File: config.mk
export PLATFORM = sky130hd
export DESIGN_NAME = feature_accum_flat
export DESIGN_NICKNAME = d
export VERILOG_FILES = /design/src/rtl/feature_accum_if.sv /design/src/rtl/feature_accum.sv /design/src/flat_wrapper.sv
export SDC_FILE = /design/constraint.sdc
export NUM_CORES = 1
export LEC_CHECK = 0
export ABC_AREA = 1
export BUFFER_PORTS_ARGS = -buffer_cell sky130_fd_sc_hd__buf_2
export CAP_MARGIN = 20
export CORE_MARGIN = 1
export CORE_UTILIZATION = 50
export DETAILED_ROUTE_END_ITERATION = 10
export PLACE_DENSITY = 0.74
export SYNTH_ARGS = -nofsm -noshare
export SYNTH_HDL_FRONTEND = slang
export SYNTH_SLANG_ARGS = --single-unit
File: constraint.sdc
create_clock -name clk -period 4.4 [get_ports clk]
set_clock_uncertainty 0.15 [all_clocks]
set_input_delay 0.22 -clock clk [delete_from_list [all_inputs] [get_ports clk]]
set_output_delay 0.22 -clock clk [all_outputs]
set_load 0.03 [all_outputs]
File: src/rtl/feature_accum_if.sv
// Feature-in / sum-out handshake bundle between tree search, feature_accum and the next stage.
interface feature_accum_if #(
  parameter int DATA_WIDTH     = 16,
  parameter int DATA_BUS_WIDTH = 64,
  parameter int FEATURE_LENTH  = 9
);
  logic [DATA_BUS_WIDTH-1:0]           feat_in;
  logic                                feat_in_valid;
  logic                                feat_in_ready;
  logic [FEATURE_LENTH*DATA_WIDTH-1:0] sum_out;
  logic                                sum_valid;
  logic                                sum_ready;

  modport master (
    output feat_in, feat_in_valid, sum_ready,
    input  feat_in_ready, sum_out, sum_valid
  );

  modport slave (
    input  feat_in, feat_in_valid, sum_ready,
    output feat_in_ready, sum_out, sum_valid
  );
endinterface

File: src/rtl/feature_accum.sv
// Element-wise saturating accumulator of packed 16-bit feature vectors.
// Features arrive as WORDS_PER_FEAT bus words; the summed vector leaves on a valid/ready port.
module feature_accum #(
  parameter int DATA_WIDTH     = 16,
  parameter int DATA_BUS_WIDTH = 64,
  parameter int FEATURE_LENTH  = 9,
  parameter int WORDS_PER_FEAT = 3,
  parameter int COUNT_WIDTH    = 8
) (
  input  logic                   clk,
  input  logic                   rst,
  input  logic                   start,
  input  logic [COUNT_WIDTH-1:0] feat_num,
  feature_accum_if.slave         bus,
  output logic                   busy,
  output logic                   overflow
);
  localparam int LANES  = DATA_BUS_WIDTH / DATA_WIDTH;
  localparam int WIDX_W = (WORDS_PER_FEAT > 1) ? $clog2(WORDS_PER_FEAT) : 1;
  localparam logic [WIDX_W-1:0] LAST_WORD = WIDX_W'(WORDS_PER_FEAT - 1);

  typedef enum logic [1:0] {S_IDLE = 2'd0, S_ACC = 2'd1, S_OUT = 2'd2} state_t;

  state_t                   state_q;
  logic [DATA_WIDTH-1:0]    acc_q [FEATURE_LENTH];
  logic [DATA_WIDTH-1:0]    acc_d [FEATURE_LENTH];
  logic                     ovf_d;
  logic [WIDX_W-1:0]        word_idx_q;
  logic [COUNT_WIDTH-1:0]   feat_idx_q;
  logic [COUNT_WIDTH-1:0]   feat_num_q;
  logic                     feat_in_ready_q;
  logic                     sum_valid_q;
  logic                     busy_q;
  logic                     overflow_q;
  logic [FEATURE_LENTH*DATA_WIDTH-1:0] sum_d;

  // Returns {clamped, result}; clamp to the signed extreme when the 17-bit sum leaves the 16-bit range.
  function automatic logic [DATA_WIDTH:0] sat_add(input logic [DATA_WIDTH-1:0] a,
                                                  input logic [DATA_WIDTH-1:0] b);
    logic [DATA_WIDTH:0] s;
    s = {a[DATA_WIDTH-1], a} + {b[DATA_WIDTH-1], b};
    if (s[DATA_WIDTH] != s[DATA_WIDTH-1]) begin
      if (s[DATA_WIDTH]) begin
        sat_add = {1'b1, 1'b1, {(DATA_WIDTH-1){1'b0}}};
      end else begin
        sat_add = {1'b1, 1'b0, {(DATA_WIDTH-1){1'b1}}};
      end
    end else begin
      sat_add = {1'b0, s[DATA_WIDTH-1:0]};
    end
  endfunction

  // Candidate accumulator values for the word at the input; only the elements of word_idx_q move.
  always_comb begin
    logic [DATA_WIDTH:0] r;
    ovf_d = 1'b0;
    r     = '0;
    for (int e = 0; e < FEATURE_LENTH; e++) begin
      if (word_idx_q == WIDX_W'(e / LANES)) begin
        r        = sat_add(acc_q[e], bus.feat_in[(e % LANES)*DATA_WIDTH +: DATA_WIDTH]);
        acc_d[e] = r[DATA_WIDTH-1:0];
        ovf_d    = ovf_d | r[DATA_WIDTH];
      end else begin
        acc_d[e] = acc_q[e];
      end
    end
  end

  // Flatten accumulators onto the output vector, element 0 in the low bits.
  always_comb begin
    sum_d = '0;
    for (int e = 0; e < FEATURE_LENTH; e++) begin
      sum_d[e*DATA_WIDTH +: DATA_WIDTH] = acc_q[e];
    end
  end

  // Job FSM with registered handshake, status and accumulator state.
  always_ff @(posedge clk) begin
    if (rst) begin
      state_q         <= S_IDLE;
      word_idx_q      <= '0;
      feat_idx_q      <= '0;
      feat_num_q      <= '0;
      feat_in_ready_q <= 1'b0;
      sum_valid_q     <= 1'b0;
      busy_q          <= 1'b0;
      overflow_q      <= 1'b0;
      for (int e = 0; e < FEATURE_LENTH; e++) acc_q[e] <= '0;
    end else begin
      case (state_q)
        S_IDLE: begin
          if (start) begin
            feat_num_q <= feat_num;
            word_idx_q <= '0;
            feat_idx_q <= '0;
            overflow_q <= 1'b0;
            busy_q     <= 1'b1;
            for (int e = 0; e < FEATURE_LENTH; e++) acc_q[e] <= '0;
            if (feat_num == '0) begin
              state_q     <= S_OUT;
              sum_valid_q <= 1'b1;
            end else begin
              state_q         <= S_ACC;
              feat_in_ready_q <= 1'b1;
            end
          end
        end
        S_ACC: begin
          // feat_in_ready_q is constantly high here, so valid alone marks an accepted word.
          if (bus.feat_in_valid) begin
            for (int e = 0; e < FEATURE_LENTH; e++) acc_q[e] <= acc_d[e];
            overflow_q <= overflow_q | ovf_d;
            if (word_idx_q == LAST_WORD) begin
              word_idx_q <= '0;
              feat_idx_q <= feat_idx_q + COUNT_WIDTH'(1);
              if (feat_idx_q == feat_num_q - COUNT_WIDTH'(1)) begin
                state_q         <= S_OUT;
                feat_in_ready_q <= 1'b0;
                sum_valid_q     <= 1'b1;
              end
            end else begin
              word_idx_q <= word_idx_q + WIDX_W'(1);
            end
          end
        end
        S_OUT: begin
          if (bus.sum_ready) begin
            state_q     <= S_IDLE;
            sum_valid_q <= 1'b0;
            busy_q      <= 1'b0;
          end
        end
        default: begin
          state_q         <= S_IDLE;
          feat_in_ready_q <= 1'b0;
          sum_valid_q     <= 1'b0;
          busy_q          <= 1'b0;
        end
      endcase
    end
  end

  assign bus.feat_in_ready = feat_in_ready_q;
  assign bus.sum_valid     = sum_valid_q;
  assign bus.sum_out       = sum_d;
  assign busy              = busy_q;
  assign overflow          = overflow_q;
endmodule

File: src/flat_wrapper.sv
// flat-port wrapper written by rule: the top's interface ports become plain ports
module feature_accum_flat 
#(
  parameter int DATA_WIDTH     = 16,
  parameter int DATA_BUS_WIDTH = 64,
  parameter int FEATURE_LENTH  = 9,
  parameter int WORDS_PER_FEAT = 3,
  parameter int COUNT_WIDTH    = 8
)
  (clk, rst, start, feat_num, busy, overflow, bus_feat_in, bus_feat_in_valid, bus_sum_ready, bus_feat_in_ready, bus_sum_out, bus_sum_valid);
  feature_accum_if #(.DATA_WIDTH(DATA_WIDTH), .DATA_BUS_WIDTH(DATA_BUS_WIDTH), .FEATURE_LENTH(FEATURE_LENTH)) bus_i ();
  input  logic clk;
  input  logic rst;
  input  logic start;
  input  logic [COUNT_WIDTH-1:0] feat_num;
  output logic busy;
  output logic overflow;
  input wire logic [$bits(bus_i.feat_in)-1:0] bus_feat_in;
  input wire logic [$bits(bus_i.feat_in_valid)-1:0] bus_feat_in_valid;
  input wire logic [$bits(bus_i.sum_ready)-1:0] bus_sum_ready;
  output wire logic [$bits(bus_i.feat_in_ready)-1:0] bus_feat_in_ready;
  output wire logic [$bits(bus_i.sum_out)-1:0] bus_sum_out;
  output wire logic [$bits(bus_i.sum_valid)-1:0] bus_sum_valid;
  assign bus_i.feat_in = bus_feat_in;
  assign bus_i.feat_in_valid = bus_feat_in_valid;
  assign bus_i.sum_ready = bus_sum_ready;
  assign bus_feat_in_ready = bus_i.feat_in_ready;
  assign bus_sum_out = bus_i.sum_out;
  assign bus_sum_valid = bus_i.sum_valid;
  feature_accum #(.DATA_WIDTH(DATA_WIDTH), .DATA_BUS_WIDTH(DATA_BUS_WIDTH), .FEATURE_LENTH(FEATURE_LENTH), .WORDS_PER_FEAT(WORDS_PER_FEAT), .COUNT_WIDTH(COUNT_WIDTH)) u_core (.clk(clk), .rst(rst), .start(start), .feat_num(feat_num), .bus(bus_i), .busy(busy), .overflow(overflow));
endmodule
==> results.yml, run 1 <==
run_status:
  outcome: "finished, final reports clean"
hold_path:
  hold_class: "input pin to flip-flop"
timing:
  timing.slew.headroom_pct: 36.3
  fin_ws_ns: 0.387
  setup_viol: 0
  hold_viol_final: 0
  max_freq_mhz: 249
  tns_ns: 0
  finalCriticalPeriod_ns: 4.01
  post-route-period-util_pct: 91.2
  rsz0062_at_grt: "false"
  worst_slew_pin_slew_ns: 0.955
  slew_violations: 0
drt:
  ant_nets: 0
  viasPerCell: 5.77
  wl_per_cell_um: 17.3
  drc: 0
  dr_total_vias: 14983
  drtIter0Drc: 1123
  wirelength_um: 44900
  drtPass1Iterations: 5
die:
  row_count: 63
  die_area_mm2: 0.0310
  start_util_pct: 50.9
  die_w_um: 176
  io_pins: 225
  fp.dieH_um: 176
  core_area_mm2: 0.0297
yosys:
  async_reset_ff_share_pct: 0
  syn-instance-count: 1974
  syn_avg_cell_area_um2: 7.67
  yosysSeqAreaShare_pct: 31.7
  synth_cell_types: 42
  synth_top_area_cell: "edfxtp_1"
  yosysMostFrequentCell: "nand2_1"
  synth_top_area_share_pct: 28.6
  synth_flop_cell: "edfxtp_1"
  synth_nets: 2224
  ys_ff_latch: 168
  ys_top_cells_by_area: "edfxtp_1 (29%), ha_1 (14%), a21oi_1 (10%)"
  ys_warn_count: 0
  synth_edf_count: 144
  synth_commonest_cells: "nand2_1 (374), a21oi_1 (313), ha_1 (164)"
  syn-cell-area_mm2: 0.0151
job:
  max_cap_violations: 0
cells_and_area:
  diodes: 0
  fin_nets: 2443
  syn_to_final_growth_pct: 13.9
  drive_gt1_share_pct: 19.9
global_route:
  grt_pass1_vias: 13874
  antenna_found_initial: 0
  grt_pass1_wl_um: 69900
  track_usage_pct: 28.6
  grt_max_degree: 113
  gr-total-overflow: 0
clock_tree:
  cts_tree: "done"
  clk-insertion-delay-late_ns: 0.45
  cts_setup_buffers: 0
  cts_hold_buf: 10
  htree_levels: 4
  clkTransAtPathRegs_ns: 0.07
  cts_root_buf: "clkbuf_16"
  cts_buffers: 17
  cts_resized: 0
  cts_sinks: 168
  clk_path_buf_depth: 2
placement:
  pre_cts_slack_ns: 0.459
  numPortBuffers: 224
  gp_congestion: 0.950
  hpwl_um: 34400
pwr:
  powerDensity_mw_per_mm2: 601
  leakage_nw: 8.23
  ir_drop_mv: 0.333
worst_setup_path:
  critPathLaunchType: "flip-flop"
  end_kind: "flip-flop"
  worstPathArrival_ns: 4.24
  crit_fanout: 9
  critPathRequiredTime_ns: 4.63
  path_class: "flip-flop to flip-flop"
-- power breakdown --
| part | switching [W] | internal (W) | total, W |
|---|---|---|---|
| registers | 0.000258 | 0.00219 | 0.00245 |
| logic | 0.00447 | 0.00190 | 0.00637 |
| clock network | 0.000725 | 0.000810 | 0.00153 |
-- through the flow --
step | hold slack [ns] | std cells | util, % | instance area (µm²) | total power [W]
floorplan | 0.235 | 1974 | - | 15100 | 0.00724
global placement | 0.302 | 2554 | 55.7 | 16600 | 0.00870
detailed placement | 0.308 | 2554 | 55.7 | 16600 | 0.00877
CTS | 0.00212 | 2596 | 58.0 | 17200 | 0.0103
global route | 0.00755 | 2596 | 58.0 | 17200 | 0.0111
finish | 0.0214 | 2596 | 58.0 | 17200 | 0.0104
-- kinds of logic (layout without fill, tap and decap cells) --
group                    Yosys count  count (layout)  synth area share (%)
AND/OR/NAND/NOR                  842             842                  25.5
AO/OA/AOI/OAI                    566             566                  21.2
buffers and inverters            207             439                  5.77
adder cells (fa/ha/maj)          173             173                  14.7
flip-flops                       168             168                  31.7
XOR/XNOR                          18              18                  1.04
-- routing by layer --
| layer | part of all wire [%] | wire [µm] | global-route usage (%) |
|---|---|---|---|
| met1 | 44 | 20000 | 38.0 |
| met2 | 45 | 20300 | 47.2 |
| met3 | 7.5 | 3390 | 4.33 |
| met4 | 2.7 | 1230 | 9.86 |
| met5 | 0 | 0 | 0 |
-- cell type report --
cell class | instances | area (µm²)
fillers | 2756 | 12500
multi-input cells | 1599 | 9490
flip-flops and latches | 168 | 4800
repair buffers | 237 | 1240
inverters | 170 | 639
clock buffers | 20 | 489
well taps | 390 | 488
clock inverters | 12 | 87.6
-- final timing paths --
path	cells after the start	slack [ns]	from	end
max	15	0.39	u_core.acc_q[3][2]$_SDFFCE_PN0P_	u_core.overflow$_SDFFE_PP0P_
min	4	0.02	bus_sum_ready	u_core.busy$_SDFFE_PP0P_
max reg2reg	15	0.39	u_core.acc_q[3][2]$_SDFFCE_PN0P_	u_core.overflow$_SDFFE_PP0P_
min reg2reg	2	0.32	u_core.bus.feat_in_ready$_SDFFE_PP0P_	u_core.bus.feat_in_ready$_SDFFE_PP0P_
-- state kept, by name, summed over array words and instances, names as in the netlist --
register,cells
u_core.acc_q,144
u_core.word_idx_q,2
u_core.feat_num_q,8
u_core.busy,1
u_core.overflow,1
u_core.bus.feat_in_ready,1
u_core.state_q,2
u_core.feat_idx_q,8
u_core.bus.sum_valid,1
-- placed cells by master, fill, tap and decap left out, types with 13 or more instances in the layout --
cell         n
a21oi_1    313
a21oi_2     53
a31oi_1     14
buf_2      224
clkbuf_16   19
dfxtp_1     24
edfxtp_1   144
ha_1       164
inv_1      162
nand2_1    372
nand2_2     39
nand3_1    159
nand4_1     22
nor2_1     152
nor3_1      17
o21a_1      16
o21ai_0    138
o31ai_1     13
or2_2       49
xor2_1      14
-- worst max-delay path, stage by stage, from the launching register on --
cell and delay [ns]:
edfxtp_1 0.40, ha_1 0.38, nand2_1 0.09, o21ai_0 0.47
a21oi_1 0.13, inv_1 0.13, nand3_1 0.07, nand2_1 0.09
xor2_1 0.21, inv_1 0.07, ha_1 0.57, clkinv_1 0.53
nand4_1 0.28, a22o_1 0.15, o21ai_0 0.08, a21oi_1 0.13
No activity file was read; power rests on OpenSTA's default activity.
==> run 2: changes to the inputs <==
--- a/config.mk
+++ b/config.mk
@@ -6,12 +6,13 @@
 export NUM_CORES = 1
 export LEC_CHECK = 0
 export ABC_AREA = 1
-export BUFFER_PORTS_ARGS = -buffer_cell sky130_fd_sc_hd__buf_2
 export CAP_MARGIN = 20
+export CORE_ASPECT_RATIO = 0.7
 export CORE_MARGIN = 1
 export CORE_UTILIZATION = 50
 export DETAILED_ROUTE_END_ITERATION = 10
-export PLACE_DENSITY = 0.74
+export DONT_BUFFER_PORTS = 1
+export PLACE_DENSITY = 0.68
 export SYNTH_ARGS = -nofsm -noshare
 export SYNTH_HDL_FRONTEND = slang
 export SYNTH_SLANG_ARGS = --single-unit
==> run 2 against run 1 <==
Net effect:
- power decreased by 2.2%
- clock power is essentially flat
- largest cell class unchanged
- cell count is 7.8% lower
- largest power group unchanged
- critical path type unchanged
- critical endpoint unchanged
- count of clock-buffer cells in the layout grew 6
- wire length grew 2.4%
- first-iteration DRC count grew 8.4%
- worst setup slack got worse by 0.018 ns
- sequential power rose by 31%
- die area is essentially flat
- critical path depth is the same
==> results.yml, run 2 (same netlist as run 1, synthesis figures left out) <==
die:
  die_area_mm2: 0.0310
  core_area_mm2: 0.0293
  row_count: 52
  start_util_pct: 51.6
  io_pins: 225
  fp.dieH_um: 148
  die_w_um: 210
pwr:
  leakage_nw: 7.28
  ir_drop_mv: 0.296
  powerDensity_mw_per_mm2: 625
drt:
  wl_met3_um: 4020
  drc: 0
  wl_met2_um: 18600
  m1WireLength_um: 22500
  highest_layer: "met4"
  ant_nets: 0
  drtPass1Iterations: 8
  drtIter0Drc: 1217
  viasPerCell: 5.87
  wirelength_um: 45900
  wl_per_cell_um: 19.2
  dr_total_vias: 14054
clock_tree:
  cts_sinks: 168
  cts_tree: "done"
  cts_root_buf: "clkbuf_16"
  clk-insertion-delay-late_ns: 0.46
  cts_setup_buffers: 0
  htree_levels: 4
  clk_path_buf_depth: 2
  clkTransAtPathRegs_ns: 0.07
  cts_buffers: 17
cells_and_area:
  fin_nets: 2226
  syn_to_final_growth_pct: 7.08
  final_area_mm2: 0.0162
  final_core_util_pct: 55.2
  largest_register_ffs: 144
  reg_top3: "u_core.acc_q x144, u_core.feat_idx_q x8, u_core.feat_num_q x8"
  layout_common_cells: "nand2_1 (372), a21oi_1 (313), ha_1 (164), inv_1 (162), nand3_1 (159)"
  diodes: 0
  final_common_cell: "nand2_1"
  drive_gt1_share_pct: 10.8
  largest-register: "u_core.acc_q"
worst_setup_path:
  path_cells: "ha_1, nand2_1, o21ai_0, a21oi_1, inv_1, nand3_1, nand2_1, xor2_1, inv_1, ha_1, clkinv_1, nand4_1, a22o_1, o21ai_0, a21oi_1"
  crit_family: "compound AO/OA/AOI/OAI gates"
  path_class: "flip-flop to flip-flop"
  crit_fanout: 9
  worst-path-buf-inv: 3
  slowest_delay_ns: 0.56
  critPathRequiredTime_ns: 4.63
  end_kind: "flip-flop"
  crit_slowest_cell: "edfxtp_1"
  critPathLaunchType: "flip-flop"
  worstPathArrival_ns: 4.27
placement:
  pre_cts_slack_ns: 0.456
  gp_congestion: 0.952
  numPortBuffers: 0
  dpl_cell_area_mm2: 0.0155
  hpwl_um: 35400
global_route:
  grt_pass1_wl_um: 70700
  grt_max_degree: 110
  track_usage_pct: 29.4
  grt_pass1_vias: 12593
  gr-total-overflow: 0
  antenna_found_initial: 0
timing:
  slew_violations: 0
  worst_slew_pin_slew_ns: 0.991
  rsz0062_at_grt: "false"
  max_freq_mhz: 248
  finalCriticalPeriod_ns: 4.03
  setup_viol: 0
  timing.slew.headroom_pct: 34.0
  post-route-period-util_pct: 91.6
  hold_viol_final: 0
  tns_ns: 0
  fin_ws_ns: 0.369
job:
  max_cap_violations: 0
hold_path:
  hold_class: "input pin to flip-flop"
run_status:
  outcome: "finished, final reports clean"
==> run 2: metrics by stage <==
stage / power, W / instances / hold slack [ns]
2_1_floorplan: 0.00724 / 1974 / 0.235
3_3_place_gp: 0.00845 / 2347 / 0.140
3_5_place_dp: 0.00851 / 2347 / 0.144
4_1_cts: 0.0101 / 2394 / 0.00121
5_1_grt: 0.0109 / 2394 / 0.0279
6_report: 0.0101 / 2394 / 0.0111
==> run 2: worst paths after layout <==
| check | start | to | slack [ns] | cells after the start |
|---|---|---|---|---|
| setup / recovery | u_core.acc_q[3][2]$_SDFFCE_PN0P_ | u_core.overflow$_SDFFE_PP0P_ | 0.37 | 15 |
| hold / removal | bus_feat_in[0] | u_core.acc_q[0][0]$_SDFFCE_PN0P_ | 0.01 | 3 |
| setup reg to reg | u_core.acc_q[3][2]$_SDFFCE_PN0P_ | u_core.overflow$_SDFFE_PP0P_ | 0.37 | 15 |
| hold reg to reg | u_core.feat_num_q[1]$_SDFFE_PP0P_ | u_core.feat_num_q[1]$_SDFFE_PP0P_ | 0.34 | 2 |
==> run 2: power breakdown <==
group          switching [W]  internal (W)
clock network       0.000675      0.000864
logic                0.00369       0.00168
registers            0.00101       0.00221
total                0.00537       0.00476
==> run 2: cell type report <==
class                           instances  area (µm²)
Fill cell                            2793       13100
Sequential cell                       168        4800
Clock inverter                          6        30.0
Multi-Input combinational cell       1599        9490
Tap cell                              405         507
Timing Repair Buffer                   20         188
Inverter                              170         639
Clock buffer                           26         553
==> run 2: what timing repair did <==
action,in CTS,in global routing
resized for setup,0,0
hold endpoints to repair,29,0
hold buffers,15,0
==> run 2: worst reg2reg max path: cells and delay by family (launching register included) <==
family	cells	cell delay [ns]
XOR/XNOR	1	0.19
AO/OA/AOI/OAI	5	0.99
AND/OR/NAND/NOR	4	0.54
flip-flops	1	0.56
adder cells (fa/ha/maj)	2	0.93
buffers and inverters	3	0.60
==> run 2: metal layers <==
metal / vias up / GRT usage [%]
met4: 0 / 7.96
met5: - / 0
met3: 54 / 7.88
li1: 6952 / -
met1: 6550 / 43.9
met2: 498 / 41.4
